[config.mk]
export PLATFORM = sky130hd
export DESIGN_NAME = iob_uart16550_driver
export DESIGN_NICKNAME = d
export VERILOG_FILES = /design/src/rtl/iob_uart16550_drv_pkg.sv /design/src/rtl/iob_master_xfer.sv /design/src/rtl/iob_uart16550_driver.sv
export SDC_FILE = /design/constraint.sdc
export NUM_CORES = 1
export LEC_CHECK = 0
export ABC_AREA = 1
export CAP_MARGIN = 40
export CORE_MARGIN = 4
export CORE_UTILIZATION = 40
export DETAILED_ROUTE_END_ITERATION = 8
export PLACE_DENSITY = 0.86
export SLEW_MARGIN = 20
export SYNTH_ARGS = -nofsm -noshare
export SYNTH_HDL_FRONTEND = slang
export SYNTH_SLANG_ARGS = --single-unit
[constraint.sdc]
create_clock -name clk_i -period 2 [get_ports clk_i]
set_input_delay 0.6 -clock clk_i [delete_from_list [all_inputs] [get_ports clk_i]]
set_output_delay 0.6 -clock clk_i [all_outputs]
set_load 0.01 [all_outputs]
[src/rtl/iob_uart16550_drv_pkg.sv]
// Register map, LSR bit positions and sequencer state encoding shared by the
// 16550 UART IOb driver and its transfer engine.
package iob_uart16550_drv_pkg;

  localparam logic [2:0] RBR_THR = 3'd0;
  localparam logic [2:0] IER     = 3'd1;
  localparam logic [2:0] FCR     = 3'd2;
  localparam logic [2:0] LCR     = 3'd3;
  localparam logic [2:0] LSR     = 3'd5;

  localparam logic [7:0] LCR_DLAB = 8'h80;
  localparam logic [7:0] LCR_8N1  = 8'h03;

  localparam int LSR_DR   = 0;
  localparam int LSR_THRE = 5;

  typedef enum logic [3:0] {
    INIT_LCR1,
    INIT_DLL,
    INIT_DLM,
    INIT_LCR2,
    INIT_FCR,
    INIT_IER,
    POLL_REQ,
    POLL_WAIT,
    RX_REQ,
    RX_WAIT,
    TX_REQ
  } drv_state_e;

endpackage

[src/rtl/iob_master_xfer.sv]
// Single-outstanding IOb initiator: places one byte on its lane, holds the
// request until the target accepts it and returns the read byte on rvalid.
module iob_master_xfer #(
  parameter int ADDR_W = 5,
  parameter int DATA_W = 32
) (
  input  logic                clk_i,
  input  logic                arst_i,
  input  logic                cmd_valid_i,
  input  logic [ADDR_W-1:0]   cmd_addr_i,
  input  logic                cmd_we_i,
  input  logic [7:0]          cmd_byte_i,
  output logic                accept_o,
  output logic                done_o,
  output logic [7:0]          rd_byte_o,
  output logic                iob_avalid_o,
  output logic [ADDR_W-1:0]   iob_addr_o,
  output logic [DATA_W-1:0]   iob_wdata_o,
  output logic [DATA_W/8-1:0] iob_wstrb_o,
  input  logic                iob_ready_i,
  input  logic                iob_rvalid_i,
  input  logic [DATA_W-1:0]   iob_rdata_i
);

  logic       pending_q, pending_d;
  logic [1:0] lane_q, lane_d;
  logic [1:0] lane;

  assign lane = cmd_addr_i[1:0];

  // Bus fields are zero whenever no request is presented, so an idle or
  // reset initiator drives a clean all-zero bus.
  always_comb begin
    iob_avalid_o = cmd_valid_i & ~pending_q;
    iob_addr_o   = '0;
    iob_wdata_o  = '0;
    iob_wstrb_o  = '0;
    if (iob_avalid_o) begin
      iob_addr_o = cmd_addr_i;
      if (cmd_we_i) begin
        iob_wdata_o = DATA_W'(cmd_byte_i) << {lane, 3'b000};
        iob_wstrb_o = (DATA_W/8)'(1) << lane;
      end
    end
  end

  assign accept_o  = iob_avalid_o & iob_ready_i;
  assign done_o    = (accept_o & cmd_we_i) | (pending_q & iob_rvalid_i);
  assign rd_byte_o = iob_rdata_i[{lane_q, 3'b000} +: 8];

  always_comb begin
    pending_d = pending_q;
    lane_d    = lane_q;
    if (accept_o && !cmd_we_i) begin
      pending_d = 1'b1;
      lane_d    = lane;
    end else if (pending_q && iob_rvalid_i) begin
      pending_d = 1'b0;
    end
  end

  always_ff @(posedge clk_i or posedge arst_i) begin
    if (arst_i) begin
      pending_q <= 1'b0;
      lane_q    <= 2'd0;
    end else begin
      pending_q <= pending_d;
      lane_q    <= lane_d;
    end
  end

endmodule

[src/rtl/iob_uart16550_driver.sv]
// Programs a 16550 UART over IOb after reset, then polls LSR to move bytes
// between the UART FIFOs and a pair of valid/ready byte streams.
module iob_uart16550_driver #(
  parameter int         ADDR_W  = 5,
  parameter int         DATA_W  = 32,
  parameter logic [7:0] LCR_VAL = 8'h03,
  parameter logic [7:0] FCR_VAL = 8'h07
) (
  input  logic                clk_i,
  input  logic                arst_i,
  input  logic [15:0]         div_i,
  input  logic                restart_i,
  output logic                init_done_o,
  output logic                iob_avalid_o,
  output logic [ADDR_W-1:0]   iob_addr_o,
  output logic [DATA_W-1:0]   iob_wdata_o,
  output logic [DATA_W/8-1:0] iob_wstrb_o,
  input  logic                iob_ready_i,
  input  logic                iob_rvalid_i,
  input  logic [DATA_W-1:0]   iob_rdata_i,
  input  logic [7:0]          tx_data_i,
  input  logic                tx_valid_i,
  output logic                tx_ready_o,
  output logic [7:0]          rx_data_o,
  output logic                rx_valid_o,
  input  logic                rx_ready_i
);

  import iob_uart16550_drv_pkg::*;

  drv_state_e        state_q, state_d;
  logic              run_q;
  logic [15:0]       div_q, div_d;
  logic              init_done_q, init_done_d;
  logic              thre_q, thre_d;
  logic              rx_valid_q, rx_valid_d;
  logic [7:0]        rx_data_q, rx_data_d;

  logic              cmd_valid;
  logic [ADDR_W-1:0] cmd_addr;
  logic              cmd_we;
  logic [7:0]        cmd_byte;
  logic              accept;
  logic              done;
  logic [7:0]        rd_byte;
  logic              restart_now;

  assign restart_now = (state_q == POLL_REQ) && restart_i;

  iob_master_xfer #(
    .ADDR_W (ADDR_W),
    .DATA_W (DATA_W)
  ) u_xfer (
    .clk_i        (clk_i),
    .arst_i       (arst_i),
    .cmd_valid_i  (cmd_valid),
    .cmd_addr_i   (cmd_addr),
    .cmd_we_i     (cmd_we),
    .cmd_byte_i   (cmd_byte),
    .accept_o     (accept),
    .done_o       (done),
    .rd_byte_o    (rd_byte),
    .iob_avalid_o (iob_avalid_o),
    .iob_addr_o   (iob_addr_o),
    .iob_wdata_o  (iob_wdata_o),
    .iob_wstrb_o  (iob_wstrb_o),
    .iob_ready_i  (iob_ready_i),
    .iob_rvalid_i (iob_rvalid_i),
    .iob_rdata_i  (iob_rdata_i)
  );

  always_ff @(posedge clk_i or posedge arst_i) begin
    if (arst_i) state_q <= INIT_LCR1;
    else        state_q <= state_d;
  end

  always_comb begin
    state_d = state_q;
    case (state_q)
      INIT_LCR1: if (accept) state_d = INIT_DLL;
      INIT_DLL:  if (accept) state_d = INIT_DLM;
      INIT_DLM:  if (accept) state_d = INIT_LCR2;
      INIT_LCR2: if (accept) state_d = INIT_FCR;
      INIT_FCR:  if (accept) state_d = INIT_IER;
      INIT_IER:  if (accept) state_d = POLL_REQ;
      POLL_REQ: begin
        if (restart_i)   state_d = INIT_LCR1;
        else if (accept) state_d = POLL_WAIT;
      end
      // A full RX holding register masks DR so the byte stays in the UART FIFO.
      POLL_WAIT: begin
        if (done) begin
          if (rd_byte[LSR_DR] && !rx_valid_q)        state_d = RX_REQ;
          else if (rd_byte[LSR_THRE] && tx_valid_i)  state_d = TX_REQ;
          else                                       state_d = POLL_REQ;
        end
      end
      RX_REQ:    if (accept) state_d = RX_WAIT;
      RX_WAIT: begin
        if (done) state_d = (thre_q && tx_valid_i) ? TX_REQ : POLL_REQ;
      end
      TX_REQ:    if (accept) state_d = POLL_REQ;
      default:   state_d = INIT_LCR1;
    endcase
  end

  // No request is raised in the first cycle out of reset, while the divisor
  // is still being captured.
  always_comb begin
    cmd_valid = run_q;
    cmd_we    = 1'b1;
    cmd_addr  = '0;
    cmd_byte  = 8'h00;
    case (state_q)
      INIT_LCR1: begin cmd_addr = ADDR_W'(LCR);     cmd_byte = LCR_DLAB | LCR_8N1; end
      INIT_DLL:  begin cmd_addr = ADDR_W'(RBR_THR); cmd_byte = div_q[7:0];         end
      INIT_DLM:  begin cmd_addr = ADDR_W'(IER);     cmd_byte = div_q[15:8];        end
      INIT_LCR2: begin cmd_addr = ADDR_W'(LCR);     cmd_byte = LCR_VAL;            end
      INIT_FCR:  begin cmd_addr = ADDR_W'(FCR);     cmd_byte = FCR_VAL;            end
      INIT_IER:  begin cmd_addr = ADDR_W'(IER);     cmd_byte = 8'h00;              end
      POLL_REQ: begin
        cmd_valid = run_q & ~restart_i;
        cmd_we    = 1'b0;
        cmd_addr  = ADDR_W'(LSR);
      end
      RX_REQ: begin
        cmd_we   = 1'b0;
        cmd_addr = ADDR_W'(RBR_THR);
      end
      TX_REQ:    begin cmd_addr = ADDR_W'(RBR_THR); cmd_byte = tx_data_i;          end
      default:   cmd_valid = 1'b0;
    endcase
  end

  assign tx_ready_o  = (state_q == TX_REQ) && accept;
  assign init_done_o = init_done_q;
  assign rx_valid_o  = rx_valid_q;
  assign rx_data_o   = rx_data_q;

  // A load only happens from RX_WAIT, which is entered only with the holding
  // register empty, so load and consume never coincide.
  always_comb begin
    div_d       = div_q;
    init_done_d = init_done_q;
    thre_d      = thre_q;
    rx_valid_d  = rx_valid_q;
    rx_data_d   = rx_data_q;
    if (!run_q || restart_now) div_d = div_i;
    if (restart_now)                         init_done_d = 1'b0;
    else if ((state_q == INIT_IER) && accept) init_done_d = 1'b1;
    if ((state_q == POLL_WAIT) && done) thre_d = rd_byte[LSR_THRE];
    if ((state_q == RX_WAIT) && done) begin
      rx_valid_d = 1'b1;
      rx_data_d  = rd_byte;
    end else if (rx_valid_q && rx_ready_i) begin
      rx_valid_d = 1'b0;
    end
  end

  always_ff @(posedge clk_i or posedge arst_i) begin
    if (arst_i) begin
      run_q       <= 1'b0;
      div_q       <= 16'h0000;
      init_done_q <= 1'b0;
      thre_q      <= 1'b0;
      rx_valid_q  <= 1'b0;
      rx_data_q   <= 8'h00;
    end else begin
      run_q       <= 1'b1;
      div_q       <= div_d;
      init_done_q <= init_done_d;
      thre_q      <= thre_d;
      rx_valid_q  <= rx_valid_d;
      rx_data_q   <= rx_data_d;
    end
  end

endmodule

Word level (Yosys, flattened, before mapping)
Index checks and enable logic that the tools add are counted.
W data, S select, Z words.
- shift-type cells: 3
- equality and inequality tests: 20
- reduce and logical (&&, ||, !) cells: 24
- muxes and demuxes: 30
- bitwise operators: 8
- operator list (cell ; count):
    $mux W32 ; 2
    $mux W4 ; 16
    $pmux W8 S6 ; 1
    $pmux W4 S10 ; 1
    $shiftx A32 B6 Y8 ; 1
    $shl A8 B5 Y32 ; 1
    $eq A4 B3 Y1 const B ; 4
    $ne A2 B2 Y1 const B ; 8
    $eq A4 B4 Y1 const B ; 3
    $pmux W3 S4 ; 1
    $logic_and A1 B1 Y1 ; 11
    $reduce_and A10 Y1 ; 1
    $eq A4 B2 Y1 const B ; 2
    $reduce_or A2 Y1 ; 4
    $reduce_or A8 Y1 ; 1
    $mux W1 ; 7
    $reduce_bool A2 Y1 ; 3
    $and A1 B1 Y1 ; 5
    $eq A4 B1 Y1 const B ; 1
    $logic_not A4 Y1 ; 1
    $shl A1 B2 Y4 const A ; 1
    $mux W3 ; 1
    $ne A3 B3 Y1 const B ; 1
    $logic_not A1 Y1 ; 2
    other kinds (5) ; 6
- word-level logic and storage cells: 94
- bits of input ports: 63
- bits in registers: 35

Logic depth before layout (Yosys ltp)
Gate-level depths: netlist (run 1).
- word-level depth: 9
- depth in mapped cells: 12
- gate-level depth less buffers: 12

Cells and area by module
A second synthesis (run 1) with hierarchy kept.
- cells, all modules: 359
- area, all modules: 2632.5 µm²
- modules (own cells, without submodules) (module ; area each (µm²) ; seq. area each (µm²) ; instances ; cells each):
    iob_uart16550_driver ; 1780.5 ; 800.8 ; 1 ; 214
    iob_master_xfer ; 852.1 ; 75.1 ; 1 ; 145

Least setup slack after synthesis (run 1)
No wires, ideal clock.
- path kind: input to output
- start point: input restart_i
- end point: output iob_wdata_o[5]
- data arrival time: 1486 ps
- setup slack: -86 ps
- required time: 1400 ps
- path buffers: 0
- cell stages on the path: 7
- path through: inv_1 -> nand3_2 -> nand2_4 -> nand2_4 -> inv_1 -> nand4_1 -> nor2_1
- longest elaborated chain between the ends: 5
- RTL lines (item ; line ; RTL):
    from (decl) ; iob_uart16550_driver.sv:12 ; input logic restart_i,
    $not A1 Y1 ; iob_uart16550_driver.sv:122 ; cmd_valid = run_q & ~restart_i;
    $and A1 B1 Y1 ; iob_uart16550_driver.sv:122 ;
    $pmux W1 S2 ; iob_uart16550_driver.sv:114 ; case (state_q)
    $and A1 B1 Y1 ; iob_master_xfer.sv:34 ; iob_avalid_o = cmd_valid_i & ~pending_q;
    via iob_avalid_o ; iob_uart16550_driver.sv:14 ; output logic iob_avalid_o,
    $mux W32 ; iob_master_xfer.sv:38 ; if (iob_avalid_o) begin
    to (decl) ; iob_uart16550_driver.sv:16 ; output logic [DATA_W-1:0] iob_wdata_o,
The timed path passes the listed nets, and every way through them passes these cells.

Final worst setup path (run 1)
- start point: register state_q[1]
- end point: output iob_wdata_o[2]
- longest elaborated chain between the ends: 6
- RTL lines (item ; line ; RTL):
    from (decl) ; iob_uart16550_driver.sv:31 ; drv_state_e state_q, state_d;
    from (signal assigned) ; iob_uart16550_driver.sv:74 ; else state_q <= state_d;
    $eq A4 B3 Y1, or another cell as far along ; iob_uart16550_driver.sv:114 ;
    $reduce_or A2 Y1 (no source line) ; - ;
    $pmux W3 S4 ; iob_uart16550_driver.sv:114 ;
    $shl A8 B5 Y32 ; iob_master_xfer.sv:41 ; iob_wdata_o = DATA_W'(cmd_byte_i) << {lane, 3'b000};
    $mux W32 ; iob_master_xfer.sv:40 ; if (cmd_we_i) begin
    $mux W32 (*) ; iob_master_xfer.sv:38 ;
Every way passes the cells marked *; elsewhere a longest branch is shown, timed or not.

==> impl_results.md, run 1 <==
- Most common cell after layout, fill and taps aside: clkdlybuf4s50_1
- IR drop worst, VDD: 732 µV
- Crit path time final: 2.50 ns
- Fillers: 380
- FF-to-FF path depth: 9
- CTS tree: done
- Unique masters post-synth: 34
- Most frequent cells in the layout: clkdlybuf4s50_1, nand2_1, buf_4, dfrtp_1, buf_2
- Max cap viols: 0
- Finished Core Util: 72.4%
- Fraction of layout cells with a size suffix above 1: 35.8%
- Worst Hold Class: flop to flop
- CTS Buf Count: 5
- Synth Warn #: 0
- Die X: 83.6 µm
- Crit-path max FO: 4
- Ant diodes: 0
- DRT iter0 DRCs: 220
- Layout area overhead: 74.5%
- Crit end category: output pin
- Post-route ant nets: 0
- Critical R2R Capture: div_q[5]
- Cell Pwr Density: 1000 nW/µm²
- RSZ-0062 raised after global routing: true
- Die area: 6980 µm²
- Root Driver: clkbuf_8
- LEAKAGE: 0.00192 µW
- Final hold slack: 0.481 ns
- Port bufs: 103
- Ports: 116
- Die H: 83.6 µm
- Layout Nets: 539
- DR pass1 iterations: 4
- Vias in the first global route: 2773
- # setup viols final: 31
- Setup Skew: 0.00673 ns
- Skew-Pair Late Insertion Delay: 0.30 ns
- Initial antenna violation count: 0
- HPWL after DPL: 6050 µm
- Vias per cell: 5.08
- Reg2reg setup slack: 0.08 ns
- Gr usage total: 23.1%
- Type of origin of the critical path: flop
- First-pass GRT wire length: 13200 µm
- WL/cell: 15.9 µm
- R2r startpoint: state_q[3]
- Hold path cells: 2
- Synth area leaders: dfrtp_1, nand2_1, nor2_1
- Failing checks: setup timing
- Critical path data arrival time: 1.90 ns
- Final worst slack: -0.500 ns
- Synth area leader: dfrtp_1
- Worst hold endpoint: rx_data_o[5]
- Detailed Route WL: 8720 µm
- Final hold vios: 0
- Tcrit/Tclk final: 125%
- Mapped Area: 2280 µm²
- Slowest Stage Delay on Critical Path: 0.44 ns
- Outcome: finished with violations
- Max Root-Sink Buffers: 2
- Syn Inst Count: 311
- Fin. max-slew vios: 0
- Seq/Total Area, Yosys: 38.3%
- Share of the synthesized area in the top cell type: 38.3%
- Post-Syn Area per Cell: 7.35 µm²
- CP Cell Sequence: inv_2 > nand2_2 > nor2_4 > nor2_4 > nand2_2 > nor2_2 > nand4_1 > buf_4 > nor2_2 > buf_2
- Flops & latches, synth: 35
- Clk slew on worst S/H paths: 0.07 ns
- Fmax: 400 MHz
- H-Tree Depth: 2
- Setup Crit Path Kind: flop to output pin
- Std-Cell Rows: 27
- DR DRC count: 0
- Worst path slowest cell: dfrtp_2
- CP Data Required Time: 1.40 ns
- CTS sink cnt: 35
- Initial core utilization: 41.5%
- Grt ovf: 0
- Largest net degree at the start of global routing: 36
- Core footprint: 5510 µm²
- HP Start: rx_data_o[5]
- Vias after detailed routing: 2790
- RePlAce Congestion: 0.868
==> power breakdown <==
part / internal [µW] / switching [µW] / total, µW / leakage, µW
sequential: 849 / 137 / 986 / 0.000439
clock: 244 / 261 / 506 / 0.0000422
combinational: 1180 / 1330 / 2510 / 0.00144
==> Yosys cell counts (all sizes together) <==
library cell and count:
o2111ai 1, and2 1, a21oi 11, nand4 2, inv 30, nor3 9
mux2 9, buf 17, o21ai 26, a221oi 1, conb 2, nor2 45
a22oi 1, clkbuf 4, dfrtp 35, or2 1, o22ai 6, nand3 27
nand3b 1, nand2 82
==> per-layer routing <==
layer	share of wire (%)	track usage (%)	up-vias
met2	53	42.2	118
li1	-	-	1315
met5	0	0	-
met4	3.8	9.50	0
met1	37	25.8	1325
met3	5.6	4.94	32
==> repair_timing <==
item                       in CTS  in global routing
setup endpoints to repair      31                 31
hold buffers                    0                  0
gates resized for setup       149                 41
pin swaps                       9                  7
setup buffers                   8                  6
==> through the flow <==
stage	setup TNS (ns)	power, µW	instance area (µm²)	setup WS, ns	cells
floorplan	0	1950	2350	0.000121	322
global placement	-25.55	3030	3750	-0.879	528
detailed placement	-27.58	3100	3750	-0.948	528
CTS	-10.01	3700	3870	-0.459	544
global route	-12.51	4210	3990	-0.576	549
finish	-10.51	4000	3990	-0.500	549
==> how the worst max path moves through the flow <==
stage               startpoint              to  slack, ns  cells past startpoint
floorplan           state_q[0]      tx_ready_o     0.0001                      9
global placement     restart_i  iob_wdata_o[2]      -0.88                      9
detailed placement   restart_i  iob_wdata_o[2]      -0.95                      9
CTS                 state_q[0]  iob_wdata_o[2]      -0.46                     10
global route        state_q[1]  iob_wdata_o[2]      -0.58                     10
finish              state_q[1]  iob_wdata_o[2]      -0.50                     10
==> state kept, by name (all words and copies together), names as in the netlist <==
signal            cells
run_q                 1
u_xfer.lane_q         2
state_q               4
rx_data_o             8
init_done_o           1
thre_q                1
u_xfer.pending_q      1
rx_valid_o            1
div_q                16
==> kinds of logic (layout without fill, tap and decap cells) <==
group                  count (synthesis)  count (layout)  synth area share (%)
flip-flops                            35              35                  38.3
buffers and inverters                 51             206                  10.9
AO/OA/AOI/OAI                         46              46                  11.5
AND/OR/NAND/NOR                      168             168                  34.5
other                                  2              13                 0.329
multiplexers                           9               9                  4.44
==> cell type report <==
| type | instances | area, µm² | area share [%] |
|---|---|---|---|
| tap | 72 | 90.1 | 2.26 |
| multi-input combinational | 236 | 1370 | 34.4 |
| clock inverter | 1 | 5.00 | 0.126 |
| sequential | 35 | 881 | 22.1 |
| clock buffer | 7 | 76.3 | 1.91 |
| timing repair buffer | 168 | 1430 | 36.0 |
| inverter | 30 | 128 | 3.20 |
==> critical path, delay by kind of cell (launching register included) <==
kind,cells,cell delay (ns)
and+or+nand+nor,7,0.76
buffers and inverters,3,0.40
DFF,1,0.44
No activity file was read; power rests on OpenSTA's default activity.
==> run 2, diff against run 1 <==
- CTS_CLUSTER_SIZE: unset -> 10
==> results of run 2 <==
No change in the layout: final DEF, timing and power equal those of run 1.
==> run 3, diff against run 2 <==
- CORE_MARGIN: 4 -> unset
==> run 3 against run 2 <==
  * The run still ends with setup timing left
  * Flip-flop and latch count is the same
  * Die area shrank 14%
  * Hold slack worse by 0.0057 ns
  * Sequential share of layout area fell by 0.51 points
  * Total power is 6.1% higher
  * Setup slack got worse by 0.052 ns
  * Critical path type unchanged
==> impl_results.md, run 3 (synthesis results as in run 1) <==
- Fin. max-slew vios: 0
- Fraction of layout cells with a size suffix above 1: 35.6%
- Final worst slack: -0.553 ns
- Root Driver: clkbuf_8
- Crit path time final: 2.55 ns
- Grt ovf: 0
- Detailed Route WL: 9480 µm
- Outcome: finished with violations
- Critical path data arrival time: 1.95 ns
- Register with the most flip-flops: div_q
- Worst Hold Class: flop to flop
- Largest net degree at the start of global routing: 36
- WL/cell: 17.1 µm
- Clk slew on worst S/H paths: 0.07 ns
- Failing checks: setup timing
- # setup viols final: 31
- Dpl cells: 527
- Ports: 116
- Gr usage total: 28.1%
- FF-to-FF path depth: 9
- Initial core utilization: 41.5%
- H-Tree Depth: 2
- Max cap viols: 0
- Fillers: 354
- IR drop worst, VDD: 586 µV
- Vias in the first global route: 2862
- Setup TNS: -11.70 ns
- Layout area overhead: 78.6%
- CP Data Required Time: 1.40 ns
- HPWL after DPL: 5560 µm
- RSZ-0062 raised after global routing: true
- Type of origin of the critical path: flop
- Max Root-Sink Buffers: 2
- Core footprint: 5510 µm²
- Max reg flops: 16
- Port bufs: 103
- Non-filler cells, final: 553
- DRT iter0 DRCs: 280
- Layout Nets: 543
- Most common cell after layout, fill and taps aside: clkdlybuf4s50_1
- CTS sink cnt: 35
- Register Area: 881 µm²
- Fmax: 392 MHz
- CTS tree: done
- Die H: 77.6 µm
- Crit end category: output pin
- Final hold vios: 0
- CTS Buf Count: 5
- LEAKAGE: 0.00195 µW
- Hold path cells: 2
- Post-route ant nets: 0
- Setup Skew: 0.00613 ns
- Cell Pwr Density: 1040 nW/µm²
- First-pass GRT wire length: 13200 µm
- Initial antenna violation count: 0
- Tcrit/Tclk final: 128%
- Die X: 77.6 µm
- Std-Cell Rows: 27
- Die area: 6020 µm²
- Multi-input gate area: 1420 µm²
- Skew-Pair Late Insertion Delay: 0.29 ns
- Crit-path max FO: 4
- Vias after detailed routing: 3049
- RePlAce Congestion: 0.899
- Dpl ws: -0.959 ns
- DR DRC count: 0
- CTS Hold Bufs: 0
- DR pass1 iterations: 5
- Setup Crit Path Kind: flop to output pin
- Most frequent cells in the layout: clkdlybuf4s50_1, nand2_1, buf_4, dfrtp_1, nor2_1
- Ant diodes: 0
- Vias per cell: 5.51
## run 3: area by class of cell
type	instances	share of cell area, %
Clock inverter	1	0.123
Tap cell	72	2.21
Clock buffer	7	1.87
Timing Repair Buffer	172	36.6
Sequential cell	35	21.6
Inverter	30	2.94
Multi-Input combinational cell	236	34.7
## run 3: power by group
part | total (µW) | leakage [µW] | switching [µW] | internal, µW
registers | 980 | 0.000439 | 131 | 850
clock network | 488 | 0.0000422 | 244 | 244
logic | 2770 | 0.00147 | 1480 | 1300
## run 3: per-stage QoR
step                      hold WS, ns  area (µm²)  utilization [%]  total power [µW]
after floorplan                 0.458        2350                -              1950
after global placement          0.454        3730             67.8              3010
after detailed placement        0.461        3730             67.8              3070
after CTS                       0.475        3920             71.2              3810
after global routing            0.491        4080             74.1              4450
final                           0.475        4080             74.1              4240
## run 3: timing repair
item                       CTS  global route
setup buffers               11             7
hold endpoints to repair     0             0
setup endpoints to repair   31            31
gates resized for setup    149            34
pin swaps                   14            10
## run 3: final timing paths
check,start,end,slack (ns)
max,state_q[1],iob_wdata_o[5],-0.55
min,rx_data_o[7],rx_data_o[7],0.47
max reg2reg,state_q[3],div_q[3],0.11
min reg2reg,rx_data_o[7],rx_data_o[7],0.47
max in group asynchronous,arst_i,state_q[3],0.95
min in group asynchronous,arst_i,rx_data_o[1],0.70
## run 3: metal layers
layer  vias to the layer above  global-route usage (%)  wire length, µm
met3                        80                    5.06              668
met2                       220                    48.5             4650
li1                       1322                       -                -
met4                         0                    20.9              646
met5                         -                   0.909                0
met1                      1427                    30.4             3520
## run 3: critical path, cell delays in order, from the launching register on
cell     delay (ns)
dfrtp_2        0.46
buf_6          0.15
nand2_8        0.07
buf_6          0.11
nor2_4         0.05
buf_6          0.12
nor2_4         0.12
nand4_1        0.15
buf_4          0.19
nor2_2         0.12
buf_2          0.15
